--- config.mk ---
export PLATFORM = sky130hd
export DESIGN_NAME = supervisor_bomba_flat
export DESIGN_NICKNAME = d
export VERILOG_FILES = /design/src/rtl/supervisor_pkg.sv /design/src/rtl/supervisor_bomba_if.sv /design/src/rtl/filtro_chave.sv /design/src/rtl/supervisor_bomba.sv /design/src/flat_wrapper.sv
export SDC_FILE = /design/constraint.sdc
export NUM_CORES = 1
export LEC_CHECK = 0
export ABC_AREA = 1
export CAP_MARGIN = 25
export CORE_MARGIN = 2
export CORE_UTILIZATION = 60
export CTS_BUF_LIST = sky130_fd_sc_hd__clkbuf_4 sky130_fd_sc_hd__clkbuf_8 sky130_fd_sc_hd__clkbuf_16
export CTS_CLUSTER_DIAMETER = 80
export DETAILED_ROUTE_END_ITERATION = 10
export GPL_TIMING_DRIVEN = 0
export PLACE_DENSITY_LB_ADDON = 0.05
export SLEW_MARGIN = 25
export SYNTH_ARGS = -nofsm -noshare
export SYNTH_HDL_FRONTEND = slang
export SYNTH_SLANG_ARGS = --single-unit
--- constraint.sdc ---
create_clock -name clk -period 2.34 [get_ports clk]
set_input_delay 0.468 -clock clk [delete_from_list [all_inputs] [get_ports clk]]
set_output_delay 0.468 -clock clk [all_outputs]
set_load 0.05 [all_outputs]
--- src/rtl/supervisor_pkg.sv ---
// Shared definitions for the pump supervisor: state encodings and timer width.
package supervisor_pkg;

  localparam int TIMER_W = 8;

  typedef enum logic [1:0] {
    OCIOSO    = 2'b00,
    VERIFICA  = 2'b01,
    BOMBEANDO = 2'b10,
    FALHA     = 2'b11
  } estado_t;

endpackage

--- src/rtl/supervisor_bomba_if.sv ---
// Board-side signal bundle of the pump supervisor: sensor switches, buttons, LEDs and status.
interface supervisor_bomba_if;

  logic [2:0] chaves_sensores;
  logic       liga;
  logic       desliga;
  logic       reconhece;
  logic       led9;
  logic       led8;
  logic       led7;
  logic       bomba;
  logic       erro_sensor;
  logic       fim_ciclo;
  logic [1:0] estado;
  logic [7:0] contador_falhas;

  modport master (
    output chaves_sensores, liga, desliga, reconhece,
    input  led9, led8, led7, bomba, erro_sensor, fim_ciclo, estado, contador_falhas
  );

  modport slave (
    input  chaves_sensores, liga, desliga, reconhece,
    output led9, led8, led7, bomba, erro_sensor, fim_ciclo, estado, contador_falhas
  );

endinterface

--- src/rtl/filtro_chave.sv ---
// One-bit debounce: the filtered level follows the raw level only after it has
// disagreed for DEBOUNCE_CICLOS consecutive cycles.
module filtro_chave #(
  parameter int DEBOUNCE_CICLOS = 4
) (
  input  logic clk,
  input  logic rst_n,
  input  logic bruto,
  output logic filtrado
);

  localparam logic [7:0] LIMITE = 8'(DEBOUNCE_CICLOS - 1);

  logic [7:0] cnt_reg;
  logic       filt_reg;

  always_ff @(posedge clk) begin
    if (!rst_n) begin
      cnt_reg  <= '0;
      filt_reg <= 1'b0;
    end else if (bruto == filt_reg) begin
      cnt_reg <= '0;
    end else if (cnt_reg == LIMITE) begin
      filt_reg <= bruto;
      cnt_reg  <= '0;
    end else begin
      cnt_reg <= cnt_reg + 8'd1;
    end
  end

  assign filtrado = filt_reg;

endmodule

--- src/rtl/supervisor_bomba.sv ---
// Pump sequencing supervisor: debounced sensors, start/verify/pump/fault FSM,
// state timer and saturating fault counter. All outputs come from registers.
module supervisor_bomba
  import supervisor_pkg::*;
#(
  parameter int DEBOUNCE_CICLOS = 4,
  parameter int TEMPO_VERIFICA  = 8,
  parameter int TEMPO_MAX_BOMBA = 200
) (
  input logic               clk,
  input logic               rst_n,
  supervisor_bomba_if.slave bus
);

  localparam logic [TIMER_W-1:0] FIM_VERIFICA = TIMER_W'(TEMPO_VERIFICA - 1);
  localparam logic [TIMER_W-1:0] FIM_BOMBA    = TIMER_W'(TEMPO_MAX_BOMBA - 1);

  logic [2:0]         sens_filt;
  logic               sensores_ok;
  estado_t            state_reg, state_next;
  logic [TIMER_W-1:0] timer_reg, timer_next;
  logic               fim_next;
  logic               entra_falha;
  logic               bomba_reg, erro_reg, fim_reg;
  logic [7:0]         falhas_reg;

  for (genvar gi = 0; gi < 3; gi++) begin : g_filtro
    filtro_chave #(
      .DEBOUNCE_CICLOS(DEBOUNCE_CICLOS)
    ) u_filtro (
      .clk     (clk),
      .rst_n   (rst_n),
      .bruto   (bus.chaves_sensores[gi]),
      .filtrado(sens_filt[gi])
    );
  end

  assign sensores_ok = &sens_filt;

  // Priority everywhere: sensor fault, then desliga, then liga / timeout.
  always_comb begin
    state_next = state_reg;
    fim_next   = 1'b0;
    unique case (state_reg)
      OCIOSO: begin
        if (!bus.desliga && bus.liga) state_next = VERIFICA;
      end
      VERIFICA: begin
        if (!sensores_ok)                 state_next = FALHA;
        else if (bus.desliga)             state_next = OCIOSO;
        else if (timer_reg == FIM_VERIFICA) state_next = BOMBEANDO;
      end
      BOMBEANDO: begin
        if (!sensores_ok)      state_next = FALHA;
        else if (bus.desliga)  state_next = OCIOSO;
        else if (timer_reg == FIM_BOMBA) begin
          state_next = OCIOSO;
          fim_next   = 1'b1;
        end
      end
      FALHA: begin
        if (bus.reconhece && sensores_ok) state_next = OCIOSO;
      end
      default: state_next = OCIOSO;
    endcase
  end

  assign timer_next  = (state_next != state_reg) ? '0 : timer_reg + 1'b1;
  assign entra_falha = (state_next == FALHA) && (state_reg != FALHA);

  // Status flags are computed from state_next so they line up with estado.
  always_ff @(posedge clk) begin
    if (!rst_n) begin
      state_reg  <= OCIOSO;
      timer_reg  <= '0;
      bomba_reg  <= 1'b0;
      erro_reg   <= 1'b0;
      fim_reg    <= 1'b0;
      falhas_reg <= '0;
    end else begin
      state_reg <= state_next;
      timer_reg <= timer_next;
      bomba_reg <= (state_next == BOMBEANDO);
      erro_reg  <= (state_next == FALHA);
      fim_reg   <= fim_next;
      if (entra_falha && (falhas_reg != 8'hFF)) falhas_reg <= falhas_reg + 8'd1;
    end
  end

  assign bus.led9            = sens_filt[2];
  assign bus.led8            = sens_filt[1];
  assign bus.led7            = sens_filt[0];
  assign bus.bomba           = bomba_reg;
  assign bus.erro_sensor     = erro_reg;
  assign bus.fim_ciclo       = fim_reg;
  assign bus.estado          = state_reg;
  assign bus.contador_falhas = falhas_reg;

endmodule

--- src/flat_wrapper.sv ---
// flat-port wrapper written by rule: the top's interface ports become plain ports
module supervisor_bomba_flat import supervisor_pkg::*;
#(
  parameter int DEBOUNCE_CICLOS = 4,
  parameter int TEMPO_VERIFICA  = 8,
  parameter int TEMPO_MAX_BOMBA = 200
)
  (clk, rst_n, bus_chaves_sensores, bus_liga, bus_desliga, bus_reconhece, bus_led9, bus_led8, bus_led7, bus_bomba, bus_erro_sensor, bus_fim_ciclo, bus_estado, bus_contador_falhas);
  supervisor_bomba_if bus_i ();
  input logic clk;
  input logic rst_n;
  input wire logic [$bits(bus_i.chaves_sensores)-1:0] bus_chaves_sensores;
  input wire logic [$bits(bus_i.liga)-1:0] bus_liga;
  input wire logic [$bits(bus_i.desliga)-1:0] bus_desliga;
  input wire logic [$bits(bus_i.reconhece)-1:0] bus_reconhece;
  output wire logic [$bits(bus_i.led9)-1:0] bus_led9;
  output wire logic [$bits(bus_i.led8)-1:0] bus_led8;
  output wire logic [$bits(bus_i.led7)-1:0] bus_led7;
  output wire logic [$bits(bus_i.bomba)-1:0] bus_bomba;
  output wire logic [$bits(bus_i.erro_sensor)-1:0] bus_erro_sensor;
  output wire logic [$bits(bus_i.fim_ciclo)-1:0] bus_fim_ciclo;
  output wire logic [$bits(bus_i.estado)-1:0] bus_estado;
  output wire logic [$bits(bus_i.contador_falhas)-1:0] bus_contador_falhas;
  assign bus_i.chaves_sensores = bus_chaves_sensores;
  assign bus_i.liga = bus_liga;
  assign bus_i.desliga = bus_desliga;
  assign bus_i.reconhece = bus_reconhece;
  assign bus_led9 = bus_i.led9;
  assign bus_led8 = bus_i.led8;
  assign bus_led7 = bus_i.led7;
  assign bus_bomba = bus_i.bomba;
  assign bus_erro_sensor = bus_i.erro_sensor;
  assign bus_fim_ciclo = bus_i.fim_ciclo;
  assign bus_estado = bus_i.estado;
  assign bus_contador_falhas = bus_i.contador_falhas;
  supervisor_bomba #(.DEBOUNCE_CICLOS(DEBOUNCE_CICLOS), .TEMPO_VERIFICA(TEMPO_VERIFICA), .TEMPO_MAX_BOMBA(TEMPO_MAX_BOMBA)) u_core (.clk(clk), .rst_n(rst_n), .bus(bus_i));
endmodule
# Yosys cells after proc, flatten, opt, wreduce, memory -nomap -nowiden
# Index checks and enable logic that the tools add are counted.
op_classes:
  add_sub_neg: 5
  n_mul: 0
  div: 0
  n_lt_le_gt_ge: 0
  n_eq_ne: 16
  shifts: 0
  mux: 10
  n_bitwise: 6
  reduce_logical: 15
op_table:
  columns: ["operator", "count"]
  rows:
  - ["adder 8 x 1 -> 8 bit, second input constant", 5]
  - ["== test 8 x 2 -> 1 bit, second input constant", 3]
  - ["2-to-1 mux 2 bit", 8]
  - ["OR reduction 3 bit", 3]
  - ["== test 2 bit, second input constant", 4]
  - ["== test 8 x 3 -> 1 bit, second input constant", 1]
  - ["== test 8 bit, second input constant", 1]
  - ["inequality test 8 bit, second input constant", 1]
  - ["case mux 2 bit (4 select lines)", 1]
  - ["NOT 1 bit", 6]
  - ["AND reduction 2 bit", 3]
  - ["logical AND 1 bit", 4]
  - ["OR reduction 4 bit", 1]
  - ["== test 1 bit", 3]
  - ["AND reduction 3 bit", 1]
  - ["== test 2 x 1 -> 1 bit, second input constant", 1]
  - ["logical NOT 2 bit", 1]
  - ["inequality test 2 bit", 1]
  - ["inequality test 2 bit, second input constant", 1]
  - ["OR reduction 2 bit", 1]
  - ["logical NOT 1 bit", 1]
  - ["2-to-1 mux 1 bit", 1]
totals:
  regBits: 48
  latch_bits: 0
  ram_bits: 0
  mem_bits_ro: 0
  in_bits: 8
  out_inout_bits: 16
  wordCells: 64
  memories: 0

# Longest topological paths before layout
depth:
  ltp_word: 8
  mapped_depth: 13
  ltp_nobuf: 13

# Modules after synthesis
# From an unflattened synthesis, not the netlist that was laid out.
unflattened:
  hier_cells: 374
  hier_area_um2: 2581.2
by_module_without_submodules:
  columns: ["mod", "n_inst", "cells_per_inst", "area_per_inst_um2", "seq_area_each_um2"]
  rows:
  - ["filtro_chave", 3, 73, 498.0, 180.2]
  - ["supervisor_bomba", 1, 155, 1087.3, 420.4]

# Worst setup path before layout
# OpenSTA, ideal clock, no wires.
synth_path:
  path_kind: "flip-flop to flip-flop"
  from: "reg u_core.falhas_reg[0] (netlist: u_core.bus.contador_falhas[0])"
  to: "reg u_core.falhas_reg[3] (netlist: u_core.bus.contador_falhas[3])"
  setup_time_ns: 0.113
  t_arrival_ns: 1.830
  t_required_ns: 2.227
  setup_slack_ns: 0.397
  path_stages_with_launch: 11
  n_path_buf: 0
  synth_period_minus_slack_ns: 1.943
  cell_sequence: "dfxtp_1 ha_1 nand2_1 nor3_2 nand3_2 nand2_1 inv_1 nand4_1 nand2_1 nand2_1 nor2_1"
synth_via:
  elab_chain_cells: 2
  elab_cells_between_ends: 3
  cone_classes: "1 x add/sub; 1 x eq/ne; 1 x reduce/logical"
synth_lines:
  columns: ["item", "line_no", "rtl"]
  rows:
  - ["start: declaration", "supervisor_bomba.sv:25", "logic [7:0] falhas_reg;"]
  - ["start signal: assignment", "supervisor_bomba.sv:86", "if (entra_falha && (falhas_reg != 8'hFF)) falhas_reg <= falhas_reg + 8'd1;"]
  - ["branches (longest 2 deep; another with adder 8 x 1 -> 8 bit)", null, null]
# Parallel ways; which one is timed is not known.
# A chain may end at the register's enable or synchronous reset.

# Worst setup path after layout
layout_path:
  from: "reg u_core.state_reg[1] (netlist: u_core.bus.estado[1])"
  to: "out bus_estado[1]"
layout_lines:
  columns: ["item", "line_no", "rtl"]
  rows:
  - ["start: declaration", "supervisor_bomba.sv:20", "estado_t state_reg, state_next;"]
  - ["start signal: assignment", "supervisor_bomba.sv:81", "state_reg <= state_next;"]
  - ["end: declaration", "flat_wrapper.sv:22", "output wire logic [$bits(bus_i.estado)-1:0] bus_estado;"]
# No word-level cell between the ends.

==> out/qor.csv <==
metric;value;unit
run status;finished, final reports clean;
number of global-route vias before repair;1839;
worst supply voltage drop on vdd;0.000436;V
multiplexer area fraction after synthesis;0;%
die extent in x;66.6;µm
aggregate global-route resource usage;22.1;%
Area growth syn-to-layout;16.0;%
cell types occupying the most area after synthesis;sky130_fd_sc_hd__dfxtp_1, sky130_fd_sc_hd__inv_1, sky130_fd_sc_hd__nor2_1;
Post-Syn Area per Cell;7.38;µm²
clock buffer depth;2;
vias per std cell;4.99;
Largest register FFs;24;
setup repair after global routing missed its margin;false;
antenna violations before repair;0;
count of buffer and inverter cells on the critical path;1;
share of synthesized cell area in and, or, nand and nor gates;36.6;%
detailed-placement wirelength estimate;3.17;mm
share of synthesized cell area in full adder, half adder and majority cells;2.66;%
number of diodes;0;
later-pin clock latency in the skew report;0.30;ns
gpl congestion;0.813;
clock sink count;48;
Static Leak;1.12;nW
clock slew seen by the registers of the worst setup and hold paths;0.08;ns
number of setup buffers added after CTS;0;
Worst setup EP type;output port;
critical path data arrival time;1.64;ns
wire length of the first global-routing pass;7.53;mm
residual antenna-violating net count after detailed routing;0;
post-synthesis instance total;319;
net count of the mapped netlist;332;
Final Cycle Share;89.9;%
layout cell share with drive strength beyond 1;10.9;%
clock skew;0.00690;ns
fin crit period;2.10;ns
crit path launch;u_core.bus.estado[1];
buffer cell driving the clock tree root;sky130_fd_sc_hd__clkbuf_8;
number of DRC violations after detailed-routing iteration 0;156;
core area;3720;µm²
critical path peak fanout;6;
detailed-route DRC error count;0;
worst max-slew margin expressed relative to the limit;65.8;%
aggregate global routing overflow;0;
number of max-slew violations in the final report;0;
cell-by-cell listing of the critical path;clkdlybuf4s50_1;
share of the synthesized area in the top cell type;40.8;%
flop and latch count out of synthesis;48;
number of distinct library cell variants in the gate-level netlist after synthesis;30;
critical path's slowest cell;sky130_fd_sc_hd__clkdlybuf4s50_1;
Multi-input gate area;1180;µm²
clock tree from TritonCTS;built;
FILL cells;320;
transition time at the pin with the least slew margin;0.511;ns
count of hold-fix buffers inserted at cts;0;
Pwr Density;654;nW/µm²
data required time of the critical path;1.87;ns
final number of setup-violating endpoints;0;
number of levels the H-tree was split into;2;
number of optimization iterations in the first detailed-route pass;4;
HP Class;reg2reg;
Seq/Total Area, Yosys;40.8;%
number of warnings printed during yosys synthesis;0;
WL/cell;10.6;µm
category of the critical setup timing path;reg2out;
Finished Layout Cells;396;
cell class contributing the biggest share of worst-path delay;buffers and inverters;
Placed Instances;389;
Port-buffer cells;22;
starting density of the core;63.4;%
fraction of synthesized cell area in xor and xnor cells;3.72;%
Critical Path Source Type;register;
cts bufs inserted;5;
area of all sequential standard cells;961;µm²
Final #Nets;361;
Reg2Reg Launch Point;u_core.bus.contador_falhas[0];
pin count of the biggest net entering global routing;14;
post-synth top area cell;sky130_fd_sc_hd__dfxtp_1;
Boundary Pins;24;
Vias;1976;
largest stage delay on the critical path;0.86;ns
critical hold path startpoint;u_core.g_filtro[0].u_filtro.cnt_reg[0];
number of resized instances in the post-cts repair step;0;
floorplan row count;22;
dominant combinational cell family by area after synthesis;simple AND/OR/NAND/NOR gates;
die area;4440;µm²
Die Y-Extent;66.6;µm
complex-gate fraction of the synthesized area;6.96;%
total standard cell area after synthesis;2350;µm²
Final TNS setup;0;ns
total wirelength of the detailed-routed design;4.21;mm
Peak Freq;475;MHz
max-capacitance violation count;0;
final number of hold-violating endpoints;0;
[Yosys cell counts]
| master | n |
|---|---|
| sky130_fd_sc_hd__inv_1 | 51 |
| sky130_fd_sc_hd__dfxtp_1 | 48 |
| sky130_fd_sc_hd__nor2_1 | 48 |
| sky130_fd_sc_hd__nand2_1 | 44 |
| sky130_fd_sc_hd__nand3_1 | 24 |
| sky130_fd_sc_hd__a21oi_1 | 14 |
| sky130_fd_sc_hd__nand4_1 | 9 |
| sky130_fd_sc_hd__nor2_2 | 9 |
| sky130_fd_sc_hd__nor3_1 | 9 |
| sky130_fd_sc_hd__nor3b_1 | 8 |
| sky130_fd_sc_hd__o21ai_0 | 8 |
| sky130_fd_sc_hd__xor2_1 | 8 |
| sky130_fd_sc_hd__nand2_2 | 6 |
| sky130_fd_sc_hd__ha_1 | 5 |
| sky130_fd_sc_hd__nor4_1 | 5 |
| sky130_fd_sc_hd__inv_2 | 4 |
| sky130_fd_sc_hd__a21oi_2 | 2 |
| sky130_fd_sc_hd__clkbuf_1 | 2 |
| sky130_fd_sc_hd__nand2_4 | 2 |
| sky130_fd_sc_hd__nand3_2 | 2 |
| sky130_fd_sc_hd__xnor2_1 | 2 |
| sky130_fd_sc_hd__a21boi_2 | 1 |
| sky130_fd_sc_hd__clkinv_1 | 1 |
| sky130_fd_sc_hd__nand3_4 | 1 |
| sky130_fd_sc_hd__nand3b_4 | 1 |
| sky130_fd_sc_hd__nor2_8 | 1 |
| sky130_fd_sc_hd__nor3_2 | 1 |
| sky130_fd_sc_hd__o211ai_2 | 1 |
| sky130_fd_sc_hd__o21a_1 | 1 |
| sky130_fd_sc_hd__o21ai_1 | 1 |
[metal layers]
metal  up-vias  part of all wire (%)  track usage (%)
met2        24                    47             38.3
met5         -                     0                0
met4         0                   1.3             6.89
met1       875                    48             26.4
met3         6                   3.9             6.08
li1       1071                     -                -
[placed cells by master, fill, tap and decap left out, types with 2 or more instances in the layout]
cell                              count
sky130_fd_sc_hd__a21oi_1             14
sky130_fd_sc_hd__xor2_1               8
sky130_fd_sc_hd__o21ai_0              8
sky130_fd_sc_hd__nor3_1               9
sky130_fd_sc_hd__nor2_2               9
sky130_fd_sc_hd__nor3b_1              8
sky130_fd_sc_hd__dfxtp_1             48
sky130_fd_sc_hd__nand3_2              2
sky130_fd_sc_hd__inv_1               51
sky130_fd_sc_hd__nand4_1              9
sky130_fd_sc_hd__nand3_1             24
sky130_fd_sc_hd__a21oi_2              2
sky130_fd_sc_hd__nor2_1              48
sky130_fd_sc_hd__nor4_1               5
sky130_fd_sc_hd__clkbuf_1             2
sky130_fd_sc_hd__ha_1                 5
sky130_fd_sc_hd__xnor2_1              2
sky130_fd_sc_hd__clkbuf_8             7
sky130_fd_sc_hd__nand2_2              6
sky130_fd_sc_hd__nand2_1             44
sky130_fd_sc_hd__clkdlybuf4s50_1     22
sky130_fd_sc_hd__nand2_4              2
sky130_fd_sc_hd__inv_2                4
[worst paths after layout]
check	cells past startpoint	endpoint	slack, ns
hold reg to reg	1	u_core.g_filtro[0].u_filtro.cnt_reg[0]	0.46
setup / recovery	1	bus_estado[1]	0.24
hold / removal	1	u_core.g_filtro[0].u_filtro.cnt_reg[0]	0.46
setup reg to reg	10	u_core.bus.contador_falhas[5]	0.58
[stage by stage]
stage | util [%] | instance area [µm²] | power, W | hold slack [ns] | setup slack, ns
finish | 73.5 | 2730 | 0.00179 | 0.460 | 0.236
CTS | 73.5 | 2730 | 0.00181 | 0.463 | 0.219
global route | 73.5 | 2730 | 0.00188 | 0.486 | 0.179
floorplan | - | 2350 | 0.00119 | 0.418 | 0.397
detailed placement | 70.9 | 2640 | 0.00129 | 0.446 | 0.363
global placement | 70.9 | 2640 | 0.00128 | 0.430 | 0.391
[where the power goes]
part           leakage, nW  internal [W]  switching [W]
logic                0.682      0.000130       0.000249
clock network       0.0503      0.000263       0.000256
registers            0.389      0.000852      0.0000374
total                 1.12       0.00124       0.000542
[cell type report]
type	instances	share of cell area [%]
multi-input combinational	213	43.1
sequential	48	35.2
timing repair buffer	22	8.06
inverter	56	7.70
clock buffer	7	3.53
tap	48	2.20
buffer	2	0.275
[cells by family (layout without fill, tap and decap cells)]
family / after synthesis / count (layout)
and+or+nand+nor: 170 / 170
buffers and inverters: 58 / 87
DFF: 48 / 48
AOI/OAI and AO/OA: 28 / 28
xor gates and xnor gates: 10 / 10
adders and majority gates: 5 / 5
Note: power is estimated with default switching activity, not from simulation.
